**src/rtl/bnn_pkg.sv**
```systemverilog
// Shared definitions for the BNN controller instruction path.
//   OPC_HALT / OPC_MSB / OPC_LSB : HALT opcode and where the opcode sits in an instruction
//   *_DEF                        : default widths and buffer depth for the fetch unit
//   fetch_state_t                : instruction sequencer states
//   is_halt()                    : opcode test on a 16-bit instruction word
package bnn_pkg;

  localparam int INST_W_DEF     = 16;
  localparam int ADDR_W_DEF     = 16;
  localparam int FIFO_DEPTH_DEF = 4;

  localparam int         OPC_MSB  = 15;
  localparam int         OPC_LSB  = 11;
  localparam logic [4:0] OPC_HALT = 5'b11111;

  typedef enum logic [1:0] {
    IDLE  = 2'd0,
    RUN   = 2'd1,
    DRAIN = 2'd2
  } fetch_state_t;

  function automatic logic is_halt(input logic [15:0] word);
    return word[OPC_MSB:OPC_LSB] == OPC_HALT;
  endfunction

endpackage

```
**src/rtl/bnn_inst_fifo.sv**
```systemverilog
// Synchronous instruction buffer holding {pc, inst} entries.
//   clk, rst   : clock, asynchronous active-low reset
//   push/data  : write an entry at the tail (caller guarantees room, or a pop in the same cycle)
//   pop        : drop the head entry (caller only pops when valid)
//   flush      : empty the buffer; takes priority over push and pop
//   head/valid : head entry, read straight from the storage registers
//   count      : number of stored entries (0..DEPTH)
module bnn_inst_fifo #(
  parameter int W     = 32,
  parameter int DEPTH = 4
) (
  input  logic                     clk,
  input  logic                     rst,
  input  logic                     push,
  input  logic [W-1:0]             push_data,
  input  logic                     pop,
  input  logic                     flush,
  output logic [W-1:0]             head,
  output logic                     valid,
  output logic [$clog2(DEPTH):0]   count
);

  localparam int PW = $clog2(DEPTH);
  localparam int CW = PW + 1;

  logic [W-1:0]  mem [DEPTH];
  logic [PW-1:0] rd_ptr;
  logic [PW-1:0] wr_ptr;
  logic [CW-1:0] cnt;

  always_ff @(posedge clk or negedge rst) begin
    if (!rst) begin
      rd_ptr <= '0;
      wr_ptr <= '0;
      cnt    <= '0;
      for (int i = 0; i < DEPTH; i++) mem[i] <= '0;
    end else if (flush) begin
      rd_ptr <= '0;
      wr_ptr <= '0;
      cnt    <= '0;
    end else begin
      // Full buffer with push and pop together: the head is read before the
      // edge and the tail slot (same index) is overwritten at the edge.
      if (push) begin
        mem[wr_ptr] <= push_data;
        wr_ptr      <= wr_ptr + PW'(1);
      end
      if (pop) rd_ptr <= rd_ptr + PW'(1);
      cnt <= cnt + CW'(push) - CW'(pop);
    end
  end

  assign head  = mem[rd_ptr];
  assign valid = (cnt != '0);
  assign count = cnt;

endmodule

```
**src/rtl/bnn_inst_fetch.sv**
```systemverilog
// Instruction sequencer: fetches instructions from the instruction SRAM,
// buffers them and presents them to the decoder.
//   clk, rst              : clock, asynchronous active-low reset
//   start, start_pc       : begin fetching at start_pc (ignored while busy / in the done cycle)
//   busy, done            : run in progress; one-cycle pulse when HALT reached and buffer drained
//   isram_en/addr/rdata   : SRAM read port, rdata valid one cycle after isram_en
//   inst_valid/inst/pc    : buffer head offered to the decoder
//   inst_ready            : decoder accepts the head
//   redirect, redirect_pc : decoder took a JUMP; flush and refetch from redirect_pc
//   state                 : current sequencer state (debug)
//
// Handshake: an instruction transfers on a cycle where inst_valid & inst_ready
// are both high. While inst_valid is high and inst_ready low, inst and inst_pc
// hold. The transfer in a redirect cycle is the JUMP itself and counts as done.
module bnn_inst_fetch
  import bnn_pkg::*;
#(
  parameter int ADDR_W     = ADDR_W_DEF,
  parameter int INST_W     = INST_W_DEF,
  parameter int FIFO_DEPTH = FIFO_DEPTH_DEF
) (
  input  logic              clk,
  input  logic              rst,
  input  logic              start,
  input  logic [ADDR_W-1:0] start_pc,
  output logic              busy,
  output logic              done,
  output logic              isram_en,
  output logic [ADDR_W-1:0] isram_addr,
  input  logic [INST_W-1:0] isram_rdata,
  output logic              inst_valid,
  output logic [INST_W-1:0] inst,
  output logic [ADDR_W-1:0] inst_pc,
  input  logic              inst_ready,
  input  logic              redirect,
  input  logic [ADDR_W-1:0] redirect_pc,
  output fetch_state_t      state
);

  localparam int CW = $clog2(FIFO_DEPTH) + 1;

  logic [ADDR_W-1:0]        fetch_pc;
  logic [ADDR_W-1:0]        resp_pc;   // address of the response due this cycle
  logic [CW-1:0]            inflight;  // 0 or 1 outstanding SRAM read
  logic [CW-1:0]            count;
  logic [ADDR_W+INST_W-1:0] head;

  logic         pop;
  logic         redir_act;
  logic         resp_live;
  logic         resp_halt;
  logic         push;
  logic         halt_hit;
  logic         issue;
  logic [CW:0]  occupancy;

  assign pop       = inst_valid & inst_ready;
  assign redir_act = redirect & (state != IDLE);

  // A response is only used in RUN and when no redirect kills it; anything
  // arriving in DRAIN belongs to addresses past the HALT.
  assign resp_live = (inflight != '0) && (state == RUN) && !redir_act;
  assign resp_halt = is_halt(isram_rdata[15:0]);
  assign push      = resp_live && !resp_halt;
  assign halt_hit  = resp_live && resp_halt;

  // Entries that will occupy the buffer after this edge if nothing new is issued.
  assign occupancy = {1'b0, count} + {1'b0, inflight} - {{CW{1'b0}}, pop};

  assign issue = (state == RUN) && !redir_act && !halt_hit &&
                 (occupancy < (CW+1)'(FIFO_DEPTH));

  assign isram_en   = issue;
  assign isram_addr = fetch_pc;

  bnn_inst_fifo #(
    .W     (ADDR_W + INST_W),
    .DEPTH (FIFO_DEPTH)
  ) u_fifo (
    .clk       (clk),
    .rst       (rst),
    .push      (push),
    .push_data ({resp_pc, isram_rdata}),
    .pop       (pop),
    .flush     (redir_act),
    .head      (head),
    .valid     (inst_valid),
    .count     (count)
  );

  assign {inst_pc, inst} = head;

  always_ff @(posedge clk or negedge rst) begin
    if (!rst) begin
      state    <= IDLE;
      fetch_pc <= '0;
      resp_pc  <= '0;
      inflight <= '0;
      busy     <= 1'b0;
      done     <= 1'b0;
    end else begin
      done     <= 1'b0;
      inflight <= issue ? CW'(1) : '0;
      if (issue) begin
        resp_pc  <= fetch_pc;
        fetch_pc <= fetch_pc + ADDR_W'(1);  // wraps at the top of the address space
      end
      case (state)
        IDLE: begin
          // done is high in the cycle after the run ended; a start there is dropped.
          if (start && !done) begin
            state    <= RUN;
            fetch_pc <= start_pc;
            busy     <= 1'b1;
          end
        end
        RUN: begin
          if (redir_act)     fetch_pc <= redirect_pc;
          else if (halt_hit) state    <= DRAIN;
        end
        DRAIN: begin
          if (redir_act) begin
            state    <= RUN;
            fetch_pc <= redirect_pc;
          end else if ((count == '0) && (inflight == '0)) begin
            state <= IDLE;
            busy  <= 1'b0;
            done  <= 1'b1;
          end
        end
        default: state <= IDLE;
      endcase
    end
  end

endmodule

```
**config.mk**
```make
export PLATFORM = sky130hd
export DESIGN_NAME = bnn_inst_fetch
export DESIGN_NICKNAME = d
export VERILOG_FILES = /design/src/rtl/bnn_pkg.sv /design/src/rtl/bnn_inst_fifo.sv /design/src/rtl/bnn_inst_fetch.sv
export SDC_FILE = /design/constraint.sdc
export NUM_CORES = 1
export LEC_CHECK = 0
export ABC_AREA = 1
export ABC_CLOCK_PERIOD_IN_PS = 5550
export CORE_ASPECT_RATIO = 1.1
export CORE_UTILIZATION = 61
export DETAILED_ROUTE_END_ITERATION = 16
export GPL_TIMING_DRIVEN = 0
export PLACE_DENSITY = 0.84
export SYNTH_ARGS = -nofsm -noshare
export SYNTH_HDL_FRONTEND = slang
export SYNTH_SLANG_ARGS = --single-unit
```
**constraint.sdc**
```tcl
create_clock -name clk -period 5.55 [get_ports clk]
set_input_delay 0.555 -clock clk [delete_from_list [all_inputs] [get_ports clk]]
set_output_delay 0.555 -clock clk [all_outputs]
set_load 0.03 [all_outputs]
```
==> flow_metrics.env, run 1 <==
export IMPL_cp_data_required_time_ns=4.99
export IMPL_first_iter_violations=555
export IMPL_grtUsageTotal=0.307
export IMPL_rows=46
export IMPL_holdCritPathClass="input port to async pin"
export IMPL_clockRootBuffer="clkbuf_16"
export IMPL_grt_pass1_vias=6953
export IMPL_cts_sinks=172
export IMPL_hold_viol=0
export IMPL_grt_overflow_total=0
export IMPL_seqPwrFrac=0.304
export IMPL_synth_cells=807
export IMPL_route_detailed_drc=0
export IMPL_rsz0062_at_grt="false"
export IMPL_clock_power_share=0.238
export IMPL_via_per_inst=5.83
export IMPL_grt_pass1_wl_mm=35.9
export IMPL_filler_cell_count=930
export IMPL_die_y_um=129
export IMPL_postCtsSetupBuffers=0
export IMPL_setup_worst_path_class="flop to output pin"
export IMPL_cp_max_fo=5
export IMPL_clock_latency_ns=0.44
export IMPL_pwr_share_comb=0.458
export IMPL_clockBufferDepth=2
export IMPL_clk_pin_slew_ns=0.06
export IMPL_synth_area_sq_um=8990
export IMPL_core_sq_um=14400
export IMPL_htree_levels=4
export IMPL_total_power_w=0.00562
export IMPL_grt_max_degree=109
export IMPL_antenna_found_initial=0
export IMPL_setup_viol=0
export IMPL_wl_per_cell_um=19.2
export IMPL_nets=1001
export IMPL_avgSynthCellArea_sq_um=11.1
export IMPL_r2r_start="u_fifo.count[1]"
export IMPL_numPortBuffers=106
export IMPL_max_freq_mhz=267
export IMPL_grtUsageMet2=0.540
export IMPL_met3_usage=0.0612
export IMPL_io_pin_count=107
export IMPL_yosys_warnings=0
export IMPL_end_kind="output pin"
export IMPL_num_vias=6630
export IMPL_fin_skew_ns=0.00675
export IMPL_final_layout_size_suffix_gt1_frac=0.208
export IMPL_grt_busiest_layer="met2"
export IMPL_crit_path_start_kind="flop"
export IMPL_synth_seq_cells=172
export IMPL_period_minus_slack_ns=3.75
export IMPL_postCtsHoldBufs=0
export IMPL_syn_num_nets=875
export IMPL_worst_slack_ns=1.80
export IMPL_dp_slack_ns=1.90
export IMPL_ant_nets=0
export IMPL_peakVddDrop_mv=0.381
export IMPL_synth_seq_area_share=0.479
export IMPL_cap_violations=0
export IMPL_tightestPinTransition_ns=0.594
export IMPL_hpwl_mm=14.2
export IMPL_die_width_um=118
export IMPL_layout_common_cells="172 x dfrtp_1, 120 x mux2_4, 105 x clkdlybuf4s50_1"
export IMPL_gp_congestion=0.869
export IMPL_synth_cell_types=38
export IMPL_critPathArrivalTime_ns=3.19
export IMPL_ctsResizeCount=0
export IMPL_dieArea_sq_um=15200
export IMPL_syn2layout_area_growth_pct=22.2
export IMPL_rrSetupSlack_ns=3.10
export IMPL_dr_pass1_iters=4
export IMPL_p_sw_w=0.00234
export IMPL_min_period_over_period=0.675
export IMPL_slew_headroom=0.604
export IMPL_diodes=0
export IMPL_cts_buffers=17
export IMPL_cts_tree="yes"
export IMPL_gr_usage_met1=0.366
export IMPL_final_common_cell="dfrtp_1"
export IMPL_p_leak_nw=5.19
export IMPL_cellPowerDensity_nw_per_um2=511
export IMPL_p_int_w=0.00327
export IMPL_switching_share=0.417
export IMPL_start_util=0.625
export IMPL_slew_viol_final=0
export IMPL_status="finished clean"
export IMPL_drt_wl_total_mm=21.9
export IMPL_r2r_end="resp_pc[13]"
export IMPL_rr_worst_depth=15
[cell families (layout without fill, tap and decap cells)]
family | count (synthesis) | in the layout | synth area share
AND/OR/NAND/NOR | 248 | 248 | 0.127
buffers and inverters | 99 | 238 | 0.0646
AO/OA/AOI/OAI | 141 | 141 | 0.0936
multiplexers | 128 | 128 | 0.210
adder cells (fa/ha/maj) | 15 | 15 | 0.0217
XOR/XNOR | 4 | 4 | 0.00390
flip-flops | 172 | 172 | 0.479
[cell usage after synthesis (all sizes together)]
library cell	number	share of area
dfrtp	172	0.48
xnor2	1	0.00097
a31oi	1	0.00070
clkinv	1	0.00042
a32o	16	0.018
nand3b	2	0.0017
a21oi	5	0.0032
o31ai	1	0.00084
nand2	105	0.047
ha	14	0.019
nor3	3	0.0022
nand4	14	0.0097
inv	51	0.021
buf	22	0.032
o22ai	32	0.022
o211ai	1	0.00084
o21a	1	0.00084
o21ai	84	0.047
mux2	128	0.21
clkbuf	25	0.010
nor2	94	0.049
xor2	3	0.0029
nand3	30	0.017
fa	1	0.0022
[layout make-up]
| class | count | area, sq um | share of cell area |
|---|---|---|---|
| Inverter | 52 | 195 | 0.0178 |
| Clock inverter | 10 | 186 | 0.0170 |
| Clock buffer | 22 | 474 | 0.0432 |
| Tap cell | 192 | 240 | 0.0219 |
| Multi-Input combinational cell | 536 | 4110 | 0.374 |
| Buffer | 47 | 385 | 0.0351 |
| Sequential cell | 172 | 4300 | 0.392 |
| Timing Repair Buffer | 107 | 1090 | 0.0995 |
[worst max-delay path, stage by stage, from the launching register on]
cell and delay [ns]:
dfrtp_1 0.38, inv_1 0.14, nand3_1 0.14, nand2_1 0.11
inv_1 0.06, ha_1 0.18, inv_1 0.09, ha_1 0.23
nand3_1 0.08, nand2_1 0.08, o21ai_2 0.20, nand2_1 0.12
inv_1 0.23, clkdlybuf4s50_1 0.73
[worst max-delay path by stage]
| stage | startpoint | end | slack [ns] | cells past startpoint |
|---|---|---|---|---|
| after detailed placement | inst_ready | isram_en | 1.90 | 12 |
| final | u_fifo.count[1] | isram_en | 1.80 | 13 |
| after CTS | u_fifo.count[1] | isram_en | 1.78 | 13 |
| after global placement | rst | u_fifo.mem[17] | -2.88 | 1 |
| after floorplan | u_fifo.count[1] | isram_en | 2.86 | 12 |
| after global routing | u_fifo.count[1] | isram_en | 1.55 | 13 |
[power groups by stage]
| stage | Combinational (W) | Clock (W) | Sequential, W |
|---|---|---|---|
| 2_1_floorplan | 0.00153 | 0 | 0.00176 |
| 3_3_place_gp | 0.00248 | 0 | 0.00170 |
| 3_5_place_dp | 0.00253 | 0 | 0.00172 |
| 4_1_cts | 0.00256 | 0.00134 | 0.00170 |
| 5_1_grt | 0.00279 | 0.00139 | 0.00173 |
| 6_report | 0.00257 | 0.00134 | 0.00171 |
[layer usage]
layer / up-vias / share of wire
li1: 3029 / -
met1: 3289 / 0.41
met2: 265 / 0.51
met3: 47 / 0.054
met4: 0 / 0.026
met5: - / 0
[sequential cells by signal, summed over array words and instances, names as in the netlist]
signal	count
u_fifo.mem	128
isram_addr	16
resp_pc	16
u_fifo.count	3
state	2
u_fifo.rd_ptr	2
u_fifo.wr_ptr	2
busy	1
done	1
inflight	1
[metrics by stage]
| stage | area [sq um] | hold slack (ns) | util | cells | setup TNS (ns) |
|---|---|---|---|---|---|
| 2_1_floorplan | 8990 | 0.259 | - | 807 | 0 |
| 3_3_place_gp | 10300 | 0.484 | 0.715 | 1105 | -492.88 |
| 3_5_place_dp | 10300 | 0.488 | 0.718 | 1106 | 0 |
| 4_1_cts | 11000 | 0.0774 | 0.764 | 1138 | 0 |
| 5_1_grt | 11000 | 0.0937 | 0.764 | 1138 | 0 |
| 6_report | 11000 | 0.0601 | 0.764 | 1138 | 0 |
Note: power is estimated with default switching activity, not from simulation.
==> run 2: changes to the inputs <==
--- a/config.mk
+++ b/config.mk
@@ -6,12 +6,12 @@
 export NUM_CORES = 1
 export LEC_CHECK = 0
 export ABC_AREA = 1
-export ABC_CLOCK_PERIOD_IN_PS = 5550
+export ABC_CLOCK_PERIOD_IN_PS = 3500
 export CORE_ASPECT_RATIO = 1.1
-export CORE_UTILIZATION = 61
+export CORE_UTILIZATION = 56
 export DETAILED_ROUTE_END_ITERATION = 16
 export GPL_TIMING_DRIVEN = 0
-export PLACE_DENSITY = 0.84
+export PLACE_DENSITY = 0.78
 export SYNTH_ARGS = -nofsm -noshare
 export SYNTH_HDL_FRONTEND = slang
 export SYNTH_SLANG_ARGS = --single-unit
==> constraint.sdc (replaced) <==
create_clock -name clk -period 3.5 [get_ports clk]
set_input_delay 0.35 -clock clk [delete_from_list [all_inputs] [get_ports clk]]
set_output_delay 0.35 -clock clk [all_outputs]
set_load 0.03 [all_outputs]
==> flow_metrics.env, run 2 (synthesis gave the netlist of run 1 again) <==
export IMPL_largest_reg_flops=128
export IMPL_clockBufferDepth=2
export IMPL_fin_util=0.696
export IMPL_p_sw_w=0.00364
export IMPL_cp_data_required_time_ns=3.15
export IMPL_final_common_cell="dfrtp_1"
export IMPL_wl_per_cell_um=18.1
export IMPL_diodes=0
export IMPL_period_minus_slack_ns=3.34
export IMPL_htree_levels=4
export IMPL_clock_latency_ns=0.43
export IMPL_ant_nets=0
export IMPL_syn2layout_area_growth_pct=21.4
export IMPL_tightestPinTransition_ns=0.641
export IMPL_antenna_found_initial=0
export IMPL_setup_worst_path_class="flop to output pin"
export IMPL_cap_violations=0
export IMPL_clk_pin_slew_ns=0.06
export IMPL_p_leak_nw=5.16
export IMPL_cellPowerDensity_nw_per_um2=789
export IMPL_dp_cells=1114
export IMPL_dieArea_sq_um=16600
export IMPL_rows=48
export IMPL_final_cell_area_sq_um=10900
export IMPL_nets=1002
export IMPL_rrSetupSlack_ns=0.90
export IMPL_dp_slack_ns=0.236
export IMPL_post_dp_cell_area_sq_um=10300
export IMPL_gp_congestion=0.905
export IMPL_min_period_over_period=0.954
export IMPL_grtUsageTotal=0.271
export IMPL_hold_viol=0
export IMPL_grt_pass1_vias=6611
export IMPL_core_sq_um=15700
export IMPL_num_vias=6467
export IMPL_grt_overflow_total=0
export IMPL_slew_viol_final=0
export IMPL_seqPwrFrac=0.314
export IMPL_top_register="u_fifo.mem"
export IMPL_critPathArrivalTime_ns=2.99
export IMPL_end_kind="output pin"
export IMPL_status="finished clean"
export IMPL_hpwl_mm=13.8
export IMPL_crit_path_start_kind="flop"
export IMPL_holdCritPathClass="input port to async pin"
export IMPL_start_util=0.574
export IMPL_worst_slack_ns=0.162
export IMPL_max_freq_mhz=300
export IMPL_numPortBuffers=106
export IMPL_cts_tree="yes"
export IMPL_grt_max_degree=108
export IMPL_layout_cells_non_filler=1147
export IMPL_cp_max_fo=10
export IMPL_dr_pass1_iters=5
export IMPL_via_per_inst=5.64
export IMPL_postCtsSetupBuffers=0
export IMPL_clock_power_share=0.216
export IMPL_setup_viol=0
export IMPL_layout_common_cells="172 x dfrtp_1, 120 x mux2_4, 104 x clkdlybuf4s50_1"
export IMPL_grt_pass1_wl_mm=34.3
export IMPL_die_width_um=123
export IMPL_clockRootBuffer="clkbuf_16"
export IMPL_slew_headroom=0.572
export IMPL_rsz0062_at_grt="true"
export IMPL_cts_sinks=172
export IMPL_pwr_share_comb=0.470
export IMPL_first_iter_violations=408
export IMPL_final_layout_size_suffix_gt1_frac=0.206
export IMPL_peakVddDrop_mv=0.522
export IMPL_p_int_w=0.00497
export IMPL_cts_buffers=17
export IMPL_die_y_um=135
export IMPL_switching_share=0.423
export IMPL_route_detailed_drc=0
export IMPL_io_pin_count=107
export IMPL_fin_skew_ns=0.00544
export IMPL_drt_wl_total_mm=20.8
## run 2: routing by layer
metal,wire length (um),track usage,vias up
met3,1190,0.0659,28
met4,314,0.0840,0
met2,10300,0.456,212
met1,8970,0.342,3202
li1,-,-,3025
met5,0,0,-
## run 2: final timing paths
| path | endpoint | from | depth (start not counted) |
|---|---|---|---|
| min in group clk | u_fifo.mem[39] | u_fifo.mem[39] | 1 |
| worst min-delay path | state[1] | rst | 2 |
| worst max-delay path | inst_pc[9] | u_fifo.rd_ptr[0] | 7 |
| max in group asynchronous | u_fifo.mem[84] | rst | 3 |
| worst min register to register | u_fifo.mem[39] | u_fifo.mem[39] | 1 |
| worst max register to register | resp_pc[14] | u_fifo.count[1] | 15 |
## run 2: power groups by stage
stage	clock, W	sequential, W	combinational, W
after global routing	0.00198	0.00275	0.00442
after CTS	0.00188	0.00270	0.00405
after global placement	0	0.00271	0.00395
after floorplan	0	0.00279	0.00242
final	0.00186	0.00270	0.00404
after detailed placement	0	0.00272	0.00402
## run 2: what timing repair did
| item | CTS | global route |
|---|---|---|
| hold buffers | 1 | 0 |
| resized for setup | 1 | 4 |
| cloned | 0 | 0 |
| setup endpoints to repair | 1 | 2 |
| hold endpoints to repair | 65 | 0 |
## run 2: metrics by stage
step                       TNS (ns)  hold slack, ns  power (W)
after floorplan                   0          0.0544    0.00521
after global placement      -824.66           0.485    0.00666
after detailed placement          0           0.331    0.00674
after CTS                         0           0.466    0.00863
after global routing      -0.000835           0.486    0.00915
final                             0           0.446    0.00861
## run 2: final cells by class
| type | count | area, sq um |
|---|---|---|
| buffer | 47 | 385 |
| clock buffer | 26 | 489 |
| clock inverter | 6 | 85.1 |
| fill | 1123 | 4760 |
| inverter | 52 | 195 |
| multi-input combinational | 536 | 4110 |
| sequential | 172 | 4300 |
| tap | 200 | 250 |
| timing repair buffer | 108 | 1100 |
## run 2: critical path, stage by stage, from the launching register on
cell             delay, ns
dfrtp_1               0.41
clkbuf_1              0.23
inv_1                 0.12
buf_2                 0.25
clkbuf_1              0.46
nor2_1                0.08
o22ai_1               0.28
clkdlybuf4s50_1       0.73
==> run 3: changes to the inputs <==
--- a/config.mk
+++ b/config.mk
@@ -12,6 +12,7 @@
 export DETAILED_ROUTE_END_ITERATION = 16
 export GPL_TIMING_DRIVEN = 0
 export PLACE_DENSITY = 0.78
+export SKIP_LAST_GASP = 1
 export SYNTH_ARGS = -nofsm -noshare
 export SYNTH_HDL_FRONTEND = slang
 export SYNTH_SLANG_ARGS = --single-unit
==> results of run 3 <==
No change in the layout: final DEF, timing and power equal those of run 2.
==> variant 1: new RTL, settings of run 2 <==
`FIFO_DEPTH_DEF`: 4 -> 8.
--- a/src/rtl/bnn_pkg.sv
+++ b/src/rtl/bnn_pkg.sv
@@ -8,5 +8,5 @@
   localparam int INST_W_DEF     = 16;
   localparam int ADDR_W_DEF     = 16;
-  localparam int FIFO_DEPTH_DEF = 4;
+  localparam int FIFO_DEPTH_DEF = 8;
 
   localparam int         OPC_MSB  = 15;
Function: same outputs for any inputs over 4 cycles, from zero or initial values and one cycle with rst low; that may be too few to reach the edited logic, so the function may still have changed.
==> variant 1 against run 2 <==
Synthesized area rose by 61%; sequential power rose by 53%; hold slack got worse by 0.13 ns; wire length rose by 100%; final area rose by 57%; setup slack got worse by 0.11 ns; critical endpoint is now inst_pc[13]; core utilization fell by 1.9 points; power rose by 61%; synthesized cell count rose by 110%; die area rose by 60%; sequential cell count rose by 131.
==> variant 1: results (changes against run 2) <==
global_route:
  track_usage: 0.327  # was 0.271
  grt_max_degree: 93  # was 108
  grt_first_pass_wirelength_um: 66800  # was 34300 µm
  first_global_vias: 12500  # was 6611
  gr-usage-met3: 0.0502  # was 0.0659
  grtUsageMet1: 0.430  # was 0.342
  grt_use_met2: 0.540  # was 0.456
power:
  ir_drop_mv: 0.629  # was 0.522 mV
  p_leak_nw: 7.86  # was 5.16 nW
  p_sw_mw: 5.91  # was 3.64 mW
place:
  dp_hpwl_um: 28500  # was 13800 µm
  dp_slack_ns: 0.0317  # was 0.236 ns
timing:
  clock_skew_ns: 0.0121  # was 0.00544 ns
routing:
  firstDrtPassIters: 6  # was 5
  num_vias: 12900  # was 6467
  wire_per_inst_um: 19.0  # was 18.1 µm
  drt-initial-drc-count: 1343  # was 408
  highest_layer: "met5"  # was met4
cells_and_area:
  largest_reg_flops: 256  # was 128
  n_fill_cell: 2114  # was 1123
  nNetsFinal: 1927  # was 1002
  drive_gt1_frac: 0.0931  # was 0.206
yosys:
  syn_nets: 1778  # was 875
  seq_area_frac_synth: 0.525  # was 0.479
  synth.cells.most_frequent: "nand2_1, dfrtp_1, nor2_1"  # was dfrtp_1, mux2_4, nand2_1
worst_setup_path:
  crit_arrival_ns: 3.09  # was 2.99 ns
clock_tree:
  cts_buffers: 34  # was 17
  clockBufferDepth: 3  # was 2
outcome:
  status: "finished clean"  # unchanged
[variant 1: cell count changes after synthesis, moves of 30 or more]
cell	before	now
dfrtp_1	172	303
o21ai_0	78	214
o21ai_1	5	170
nand2_1	102	366
clkbuf_1	25	55
nor2_1	88	253
a31oi_1	1	32
mux2_4	120	0
inv_1	48	79
buf_6	0	35
[variant 1: power by group through the flow]
stage | registers, mW | logic (mW) | clock network (mW)
final | 4.12 | 6.38 | 3.41
after floorplan | 4.26 | 3.82 | 0
after global routing | 4.15 | 6.90 | 3.56
after detailed placement | 4.17 | 6.24 | 0
after CTS | 4.11 | 6.28 | 3.42
after global placement | 4.17 | 6.17 | 0
[variant 1: metrics by stage]
| step | cells | cell area, µm² | power (mW) | utilization |
|---|---|---|---|---|
| 2_1_floorplan | 1710 | 14400 | 8.08 | - |
| 3_3_place_gp | 2162 | 15900 | 10.3 | 0.629 |
| 3_5_place_dp | 2165 | 16000 | 10.4 | 0.632 |
| 4_1_cts | 2222 | 17100 | 13.8 | 0.675 |
| 5_1_grt | 2225 | 17200 | 14.6 | 0.677 |
| 6_report | 2225 | 17200 | 13.9 | 0.677 |
[variant 1: final cells by class]
cell class                 instances  area [µm²]  area share
buffer                           113         766      0.0446
clock buffer                      50         992      0.0578
clock inverter                     6        58.8     0.00343
inverter                          87         329      0.0192
multi-input combinational       1207        5800       0.338
sequential                       303        7580       0.442
tap                              346         433      0.0252
timing repair buffer             113        1190      0.0696
[variant 1: cell families after synthesis]
kind of cell               Yosys count  synth area share
and+or+nand+nor                    688             0.195
xor gates and xnor gates             1          0.000606
DFF                                303             0.525
buffers and inverters              200            0.0735
adders and majority gates           15            0.0135
AOI/OAI and AO/OA                  503             0.193
[variant 1: critical path: stages (launching register included)]
cell and delay, ns:
dfrtp_1 0.48, buf_2 0.27, buf_2 0.27, buf_2 0.29, nor2_1 0.08, o22ai_1 0.16, nor2_1 0.06, a31oi_1 0.25
clkdlybuf4s50_1 0.73
[variant 1: path summary, 6_finish.rpt]
kind	startpoint	endpoint	slack, ns	cells past startpoint
max reg2reg	u_fifo.count[3]	resp_pc[15]	0.68	17
min reg2reg	u_fifo.mem[157]	u_fifo.mem[157]	0.48	2
max	u_fifo.rd_ptr[0]	inst_pc[13]	0.06	8
max in group asynchronous	rst	u_fifo.mem[52]	1.99	4
min	rst	u_fifo.mem[200]	0.32	2
min in group clk	u_fifo.mem[157]	u_fifo.mem[157]	0.48	2
[variant 1: repair_timing]
| action | in CTS | in global routing |
|---|---|---|
| hold endpoints to repair | 43 | 0 |
| setup endpoints to repair | 7 | 26 |
| gates resized for setup | 14 | 39 |
| hold buffers | 1 | 0 |
| pin swaps | 0 | 1 |
| buffers inserted | 0 | 3 |
==> variant 2: new RTL, config.mk and constraints of run 2 <==
Made on the original files. Make the reset (`rst`) synchronous in 2 clocked blocks. Comments in the files are not updated.
--- a/src/rtl/bnn_inst_fifo.sv
+++ b/src/rtl/bnn_inst_fifo.sv
@@ -29,5 +29,5 @@
   logic [CW-1:0] cnt;
 
-  always_ff @(posedge clk or negedge rst) begin
+  always_ff @(posedge clk) begin
     if (!rst) begin
       rd_ptr <= '0;
--- a/src/rtl/bnn_inst_fetch.sv
+++ b/src/rtl/bnn_inst_fetch.sv
@@ -91,5 +91,5 @@
   assign {inst_pc, inst} = head;
 
-  always_ff @(posedge clk or negedge rst) begin
+  always_ff @(posedge clk) begin
     if (!rst) begin
       state    <= IDLE;
Behaviour: differs if rst is asserted again (counterexample within 4 cycles, from zero or initial values and one cycle with rst low); with rst held inactive, the same outputs for 4 cycles.
==> variant 2 against run 2 <==
Largest cell class unchanged; critical endpoint is now inst_pc[7]; sequential share of layout area grew 6.7 points; synthesized area down 7.2%; non-clock buffer count unchanged; maximum frequency increased by 0.84%; clock skew rose by 0.0031 ns; wire length up 2.1%; sequential cell count is 2 higher; setup slack better by 0.028 ns; final area fell by 5.4%; power shrank 17%; critical path depth is 1 lower.
==> variant 2: results (changes against run 2) <==
outcome:
  status: "finished clean"  # unchanged
power:
  p_leak_nw: 3.85  # was 5.16 nW
  comb_power_mw: 2.79  # was 4.04 mW
  power_density_nw_per_um2: 694  # was 789 nW/µm²
  internal_power_mw: 4.39  # was 4.97 mW
  seq_power_share: 0.364  # was 0.314
  ir_drop_mv: 0.431  # was 0.522 mV
place:
  placed_cell_area_um2: 9770  # was 10300 µm²
  dp_hpwl_um: 14200  # was 13800 µm
  dp_slack_ns: -0.229  # was 0.236 ns
  dp_cells: 1246  # was 1114
  io_buffers: 106  # unchanged
  gp_congestion: 0.908  # was 0.905
yosys:
  ys.flop_type: "edfxtp_1"  # was dfrtp_1
  synth.cells.most_frequent: "nor2_1, edfxtp_1, nand2_1"  # was dfrtp_1, mux2_4, nand2_1
  seq_area_frac_synth: 0.571  # was 0.479
  synthDistinctLibCells: 37  # was 38
  ys_async_sr_fraction: 0  # was 1.00
  synthXorXnorAreaFrac: 0.00420  # was 0.00390
  syn_nets: 1007  # was 875
  syn_avg_cell_area_um2: 8.84  # was 11.1 µm²
  ys_top_cells_by_area: "edfxtp_1, dfxtp_1, nor2_1"  # was dfrtp_1, mux2_4, o21ai_0
  synth_mux_area_frac: 0  # was 0.210
  synth-compound-area-share: 0.132  # was 0.0936
  synth-edff-count: 128  # was 0
  synth_fa_ha_area_frac: 0.0159  # was 0.0217
worst_setup_path:
  r2r-start: "state[1]"  # was u_fifo.count[1]
  r2r-end: "u_fifo.mem[0][18]"  # was resp_pc[14]
  r2r_cells: 11  # was 15
  rrSetupSlack_ns: 0.52  # was 0.90 ns
global_route:
  gr-usage-met3: 0.0485  # was 0.0659
  grt_first_pass_wirelength_um: 33500  # was 34300 µm
  track_usage: 0.286  # was 0.271
  grtUsageMet1: 0.338  # was 0.342
  first_global_vias: 6798  # was 6611
  busiest_layer: "met2"  # unchanged
  grt_use_met2: 0.527  # was 0.456
  grt_max_degree: 33  # was 108
routing:
  routed-wl-met3_um: 1430  # was 1190 µm
  met1Wirelength_um: 8560  # was 8970 µm
  drt-initial-drc-count: 658  # was 408
  wl_um: 21200  # was 20800 µm
  num_vias: 6909  # was 6467
  route.met2.wl_um: 10800  # was 10300 µm
cells_and_area:
  drive_gt1_frac: 0.0984  # was 0.206
  fin_cells: 1279  # was 1147
  n_antenna_cell: 0  # unchanged
  nNetsFinal: 1137  # was 1002
clock_tree:
  htreeDepth: 4  # unchanged
min_path:
  hold_class: "reg2reg"  # was in2async
  hold_depth: 2
timing:
  clock_skew_ns: 0.00854  # was 0.00544 ns
  worst_pin_slew_ns: 0.935  # was 0.641 ns
  layout_setup_ws_ns: 0.190  # was 0.162 ns
==> variant 2: cell count changes after synthesis, sizes merged, moves of 8 or more <==
cell    change
nand2      +20
dfrtp     -172
inv        +74
buf         -8
a21oi      +36
dfxtp      +46
nand4       -8
a32o        -9
o21ai      +20
nor2      +133
edfxtp    +128
mux2      -128
==> variant 2: worst max-delay path by stage <==
stage | from | end
detailed placement | inst_ready | isram_en
finish | flip-flop | inst_pc[7]
CTS | u_fifo.count[1] | isram_en
global route | flip-flop | inst_pc[7]
global placement | isram_rdata[14] | u_fifo.mem[2][26]
floorplan | state[0] | u_fifo.mem[1][0]
==> variant 2: layout make-up <==
cell class                 instances  area, µm²
buffer                            44        211
clock buffer                      17        425
timing repair buffer             111       1150
clock inverter                    15        123
sequential                       174       4760
tap                              192        240
inverter                         129        484
fill                            1114       4180
multi-input combinational        597       2930
==> variant 2: critical path: stages (launching register included) <==
cell and delay (ns):
dfxtp_1 0.34, clkbuf_1 0.39, clkinv_1 0.40, clkbuf_1 0.35, o21ai_0 0.29, o22ai_1 0.14
clkdlybuf4s50_1 0.62
==> variant 2: through the flow <==
step	hold WS (ns)	util
3_5_place_dp	0.458	0.674
3_3_place_gp	0.450	0.666
5_1_grt	0.513	0.712
2_1_floorplan	0.436	-
4_1_cts	0.475	0.712
6_report	0.470	0.712
==> variant 2: kinds of logic (layout without fill, tap and decap cells) <==
logic type | count (synthesis) | count (layout)
AND/OR/NAND/NOR | 386 | 386
AO/OA/AOI/OAI | 197 | 197
flip-flops | 174 | 174
buffers and inverters | 173 | 316
adder cells (fa/ha/maj) | 10 | 10
XOR/XNOR | 4 | 4
==> variant 2: timing repair <==
action / 4_1_cts / 5_1_grt
pin swaps: 1 / 0
buffers inserted: 1 / 0
gates resized for setup: 4 / 2
endpoints found under the setup margin: 1 / 1
